$ cat src/rtl/counter_sched.sv
// Round-robin owner of one shared enable-driven up-counter. Each granted
// requester gets a counting window of its own length, followed by a
// single-cycle completion pulse.
module counter_sched #(
  parameter int unsigned NREQ  = 4,
  parameter int unsigned WIDTH = 8
) (
  input  logic                  clk,
  input  logic                  rst,
  input  logic [NREQ-1:0]       req,
  input  logic [NREQ*WIDTH-1:0] len,
  input  logic                  abort,
  output logic [NREQ-1:0]       gnt,
  output logic                  busy,
  output logic                  cnt_en,
  output logic [WIDTH-1:0]      cnt_val,
  output logic [NREQ-1:0]       done
);

  localparam int unsigned IW = (NREQ > 1) ? $clog2(NREQ) : 1;

  typedef enum logic [1:0] {StIdle, StRun, StDone} state_e;

  state_e           state_q, state_d;
  logic [IW-1:0]    ptr_q, ptr_d;    // last granted requester
  logic [IW-1:0]    idx_q, idx_d;    // owner of the current window
  logic [WIDTH-1:0] len_q, len_d;
  logic [WIDTH-1:0] cnt_q, cnt_d;

  logic             win_vld;
  logic [IW-1:0]    win_idx;
  logic [NREQ-1:0]  owner_oh;

  // Round-robin search starting just after the last granted requester.
  always_comb begin
    int unsigned cand;
    logic [IW-1:0] cand_idx;
    win_vld = 1'b0;
    win_idx = ptr_q;
    for (int unsigned k = 1; k <= NREQ; k++) begin
      cand     = (32'(ptr_q) + k) % NREQ;
      cand_idx = IW'(cand);
      if (!win_vld && req[cand_idx]) begin
        win_vld = 1'b1;
        win_idx = cand_idx;
      end
    end
  end

  // Next-state logic for the window sequencer.
  always_comb begin
    state_d = state_q;
    ptr_d   = ptr_q;
    idx_d   = idx_q;
    len_d   = len_q;
    cnt_d   = cnt_q;
    unique case (state_q)
      StIdle: begin
        if (win_vld && !abort) begin
          idx_d   = win_idx;
          ptr_d   = win_idx;
          len_d   = len[32'(win_idx)*WIDTH +: WIDTH];
          cnt_d   = '0;
          // A zero-length window skips counting and only signals completion.
          state_d = (len_d == '0) ? StDone : StRun;
        end
      end
      StRun: begin
        if (abort) begin
          state_d = StIdle;
          cnt_d   = '0;
        end else if (cnt_q + WIDTH'(1) == len_q) begin
          state_d = StDone;
          cnt_d   = '0;
        end else begin
          cnt_d   = cnt_q + WIDTH'(1);
        end
      end
      StDone: begin
        state_d = StIdle;
      end
      default: begin
        state_d = StIdle;
        cnt_d   = '0;
      end
    endcase
  end

  // State and window registers; ptr resets so requester 0 wins first.
  always_ff @(posedge clk or negedge rst) begin
    if (!rst) begin
      state_q <= StIdle;
      ptr_q   <= IW'(NREQ - 1);
      idx_q   <= '0;
      len_q   <= '0;
      cnt_q   <= '0;
    end else begin
      state_q <= state_d;
      ptr_q   <= ptr_d;
      idx_q   <= idx_d;
      len_q   <= len_d;
      cnt_q   <= cnt_d;
    end
  end

  // Outputs decode only from flops, so there is no input-to-output path.
  always_comb begin
    owner_oh = NREQ'(1) << idx_q;
    gnt      = (state_q == StRun)  ? owner_oh : '0;
    done     = (state_q == StDone) ? owner_oh : '0;
    busy     = (state_q != StIdle);
    cnt_en   = (state_q == StRun);
    cnt_val  = cnt_q;
  end

endmodule

$ cat config.mk
export PLATFORM = sky130hd
export DESIGN_NAME = counter_sched
export DESIGN_NICKNAME = d
export VERILOG_FILES = /design/src/rtl/counter_sched.sv
export SDC_FILE = /design/constraint.sdc
export NUM_CORES = 1
export LEC_CHECK = 0
export CAP_MARGIN = 10
export CORE_UTILIZATION = 50
export CTS_CLUSTER_DIAMETER = 80
export CTS_CLUSTER_SIZE = 30
export DETAILED_ROUTE_END_ITERATION = 6
export GPL_ROUTABILITY_DRIVEN = 0
export MAX_ROUTING_LAYER = met4
export PLACE_DENSITY = 0.86
export SYNTH_ARGS = -nofsm -noshare
export SYNTH_HDL_FRONTEND = slang
export SYNTH_SLANG_ARGS = --single-unit
$ cat constraint.sdc
create_clock -name clk -period 4.9 [get_ports clk]
set_input_delay 0.49 -clock clk [delete_from_list [all_inputs] [get_ports clk]]
set_output_delay 0.49 -clock clk [all_outputs]
set_load 0.01 [all_outputs]
Word level (Yosys, flattened, before mapping)
Index checks and enable logic that the tools add are counted.
{ "totals": {"input_bits": 39, "regBits": 22} }
{ "op_classes": {"eq_ne": 5, "n_reduce_logical": 14, "n_addsub": 5, "n_bitwise": 1, "n_shift": 2, "muxes": 27, "order_cmp": 4} }
{ "op_table": {"columns": ["op", "n"], "rows": [
  ["$shiftx 32x6->8", 1],
  ["$mux 8", 3],
  ["$pmux 8 s3", 1],
  ["$mux 2", 8],
  ["$lt 2x3->1 const B", 4],
  ["$add 8x1->8 const B", 1],
  ["$bmux 1 s2", 4],
  ["$eq 8x8->1", 1],
  ["$logic_not 8->1", 1],
  ["$mux 1", 8],
  ["$mux 4", 2],
  ["$reduce_and 2->1", 3],
  ["$add 2x1->2 const B", 2],
  ["$add 2x2->2 const B", 2],
  ["$logic_and 1x1->1", 4],
  ["$logic_not 1->1", 4],
  ["$pmux 2 s2", 1],
  ["$shl 1x2->4 const A", 1],
  ["$ne 3x2->1 const B", 1],
  ["$eq 2x1->1 const B", 1],
  ["$eq 2x2->1 const B", 1],
  ["$logic_not 2->1", 1],
  ["$ne 2x2->1 const B", 1],
  ["$reduce_bool 2->1", 1],
  ["$not 1->1", 1]
]} }

Longest topological paths before layout
{ "depth": {"depth_word": 18, "depth_mapped": 8, "depth_no_buf": 7} }

Worst setup path after synthesis
OpenSTA, ideal clock, no wires.
{ "synth_path": {"kind": "register to register", "start": "register ptr_q[0]", "end": "register len_q[6]", "t_arrival_ns": 1.908, "path_slack_ns": 2.867, "path_stages_with_launch": 9, "period_less_slack_ns": 2.033, "setup_time_ns": 0.125, "path_buffers": 2, "path_cell_list": "dfstp_2 -> nand2b_1 -> o21ai_0 -> a221oi_1 -> buf_2 -> buf_4 -> mux2i_1 -> mux2i_1 -> mux2_2"} }
{ "synth_via": {"elab_chain_cells": 15, "elab_cells_between_ends": 29, "cone_classes": "add/sub: 4; shift: 1; mux: 16; reduce/logical: 8"} }
{ "synth_lines": {"columns": ["item", "line_no", "rtl"], "rows": [
  ["start: declaration", "25", "logic [IW-1:0] ptr_q, ptr_d;"],
  ["start signal: assignment", "93", "ptr_q <= IW'(NREQ - 1);"],
  ["start signal: assignment", "99", "ptr_q <= ptr_d;"],
  ["branches (longest 15 deep; another with $add 2x1->2)", null, null],
  ["end signal: assignment", "101", "len_q <= len_d;"],
  ["end: declaration", "27", "logic [WIDTH-1:0] len_q, len_d;"]
]} }
Several ways; the timed one is not identified. The select of a mux whose other input is x is not followed.
A chain may end at the register's enable or synchronous reset.

Worst setup path after layout
{ "layout_path": {"start": "input req[3]", "end": "register len_q[6]"} }
{ "layout_via": {"elab_chain_cells": 14, "elab_cells_between_ends": 25, "cone_classes": "shift: 1; mux: 16; reduce/logical: 8"} }
{ "layout_lines": {"columns": ["item", "line_no", "rtl"], "rows": [
  ["start: declaration", "10", "input logic [NREQ-1:0] req,"],
  ["branches (longest 14 deep; another with $bmux 1 s2)", null, null]
]} }
Several ways; the timed one is not identified. The select of a mux whose other input is x is not followed.

==> metrics <==
clock root cell clkbuf_4; peak supply drop 0.195 mV; Pint 0.520 mW; DRT Pass-1 Iters 4; global-route wire length before repair 7.31 mm; critical path class input port to register; count of final setup violators 0; Routed WL 4.31 mm; die width 60.7 um; total power 0.854 mW; crit path max fanout 17; Post-Syn Instances 185; Worst-Margin Slew 1120 ps; wire per inst 15.2 um; worst hold slack 537 ps; HP Class register to register; Synth warnings 0; core area 3150 um2; initial antenna violation count 0; Ant. Diodes 0; post-synthesis sequential area ratio 0.321; EDFF count, synth 0; antenna viol nets, final 0; Syn Area/Cell 9.32 um2; DP Area 2310 um2; clock share of power 0.101; total CTS buffers 3; post-CTS setup buffer count 0; max-cap check violation count 0; Row Count 20; count of pins over their slew limit 0; Power Density 366 nW/um2; CP Capture Type register; Layout Cells excl Fill 284; Comb pwr share 0.534; # resized after CTS 0; largest net degree at the start of global routing 23; layout cells sized above 1 0.104; area delta synth->final 35.6%; Yosys cell types 41; Synth area leader dfrtp_1; cts hold-fix bufs 0; top cell type's share of synthesized area 0.290; number of port buffers 56; DIE AREA 3690 um2; DRC Markers 0; vias in the first global route 1597; WP data required 5110 ps; CTS Sinks 22; placed cells 280; fin area 2340 um2; Flop pwr share 0.365; final setup TNS 0 ps; Vias 1565; Yosys reg bits 22; slew margin rel. 0.249; Final period util 0.474; Max H-tree Level 1; io pins 57; clock-pin slew of the registers on the worst-case setup and hold paths 110 ps; Avg Vias per Cell 5.51; global route total overflow 0; type of origin of the critical path input port; gr usage total 0.278; Area contributors post-synth dfrtp_1 (29%), mux2i_1 (16%), mux2_2 (5.9%); leak pwr 0.969 nW; sw frac 0.391; Core Util, Final 0.741; Hold Violations, Final 0; Detailed Route Iter0 Violations 60; Clock Path Buffers 2; Worst Setup Slack, final 2580 ps; Skew-Pair Late Insertion Delay 310 ps; Die Height 60.7 um; worst path arrival time 2530 ps; clk_skew 7.04 ps; Synth Cell Area 1720 um2; post-DP HPWL 3.47 mm; syn_nets 225; nets 281; initial core utilization 0.547; unrepaired setup endpoints after global routing no; sw power 0.334 mW; CTS tree yes; status finished, final reports clean; Synth Flop Type dfrtp_1; Tmin final 2320 ps; pre-CTS setup slack 2250 ps; FMAX 430 MHz; FFs w/ async S/R, synth 1.00
-- power groups by stage --
stage | sequential [mW] | combinational [mW] | clock, mW
final | 0.312 | 0.456 | 0.0863
after global routing | 0.323 | 0.496 | 0.0978
after CTS | 0.311 | 0.457 | 0.0905
after detailed placement | 0.316 | 0.455 | 0
after global placement | 0.313 | 0.444 | 0
after floorplan | 0.297 | 0.338 | 0
-- flip-flops by register name, summed over array words and instances, names as in the netlist --
name	cells
cnt_val	8
len_q	8
idx_q	2
ptr_q	2
state_q	2
-- cells by family after synthesis --
| group | share of synthesized area |
|---|---|
| AO/OA/AOI/OAI | 0.128 |
| buffers and inverters | 0.0399 |
| XOR/XNOR | 0.0639 |
| adder cells (fa/ha/maj) | 0.00726 |
| flip-flops | 0.321 |
| AND/OR/NAND/NOR | 0.225 |
| multiplexers | 0.216 |
-- final cells by class --
type                    count  area, um2
repair buffers             58        576
flip-flops and latches     22        553
fillers                   268        816
clock buffers               4       26.3
multi-input cells         151       1110
well taps                  44       55.1
inverters                   5       18.8
-- worst max-delay path, stage by stage --
cell	delay, ps
clkdlybuf4s50_1	530
nor2_1	60
a21o_1	190
nor2_1	840
mux2_2	420
-- final timing paths --
| check | startpoint | depth (start not counted) | slack, ps | end |
|---|---|---|---|---|
| worst max-delay path | req[3] | 5 | 2580 | len_q[6] |
| worst min-delay path | ptr_q[0] | 2 | 540 | ptr_q[0] |
| worst max register to register | cnt_val[0] | 7 | 2640 | cnt_val[1] |
| worst min register to register | ptr_q[0] | 2 | 540 | ptr_q[0] |
| max in group asynchronous | rst | 1 | 3630 | cnt_val[5] |
| min in group asynchronous | rst | 1 | 690 | len_q[4] |
-- cells in the mapped netlist, types with 2 or more instances --
library cell and instances:
nor3_1 3, mux2_2 9, mux2i_1 27, nand2_1 18, nor2b_1 4, nand3_1 2
xor2_1 4, nor4_1 11, dfrtp_1 20, inv_1 5, xnor2_1 4, o21ai_0 6
a21oi_1 7, o211ai_1 2, a32o_1 2, a221oi_1 2, o221ai_1 2, a21o_1 2
nor2_1 22, o21ai_1 2, nand2b_1 7, dfstp_2 2, buf_4 4
-- layer usage --
layer  track usage  wire [um]  vias to the layer above
met5             -          0                        -
met4        0.0812         67                        0
met3        0.0533        192                        9
met2         0.482       2160                       39
met1         0.327       1890                      732
li1              -          -                      785
-- cells in the final DEF, fill, tap and decap left out, types with 3 or more instances in the layout --
master and instances:
mux2i_1 27, nand2_1 18, nor4_1 11, clkdlybuf4s50_1 56, mux2_2 9, nor3_1 3
nor2_1 22, nor2b_1 4, dfrtp_1 20, clkbuf_4 3, a21oi_1 7, xnor2_1 4
xor2_1 4, inv_1 5, o21ai_0 6, nand2b_1 7
Note: power is estimated with default switching activity, not from simulation.
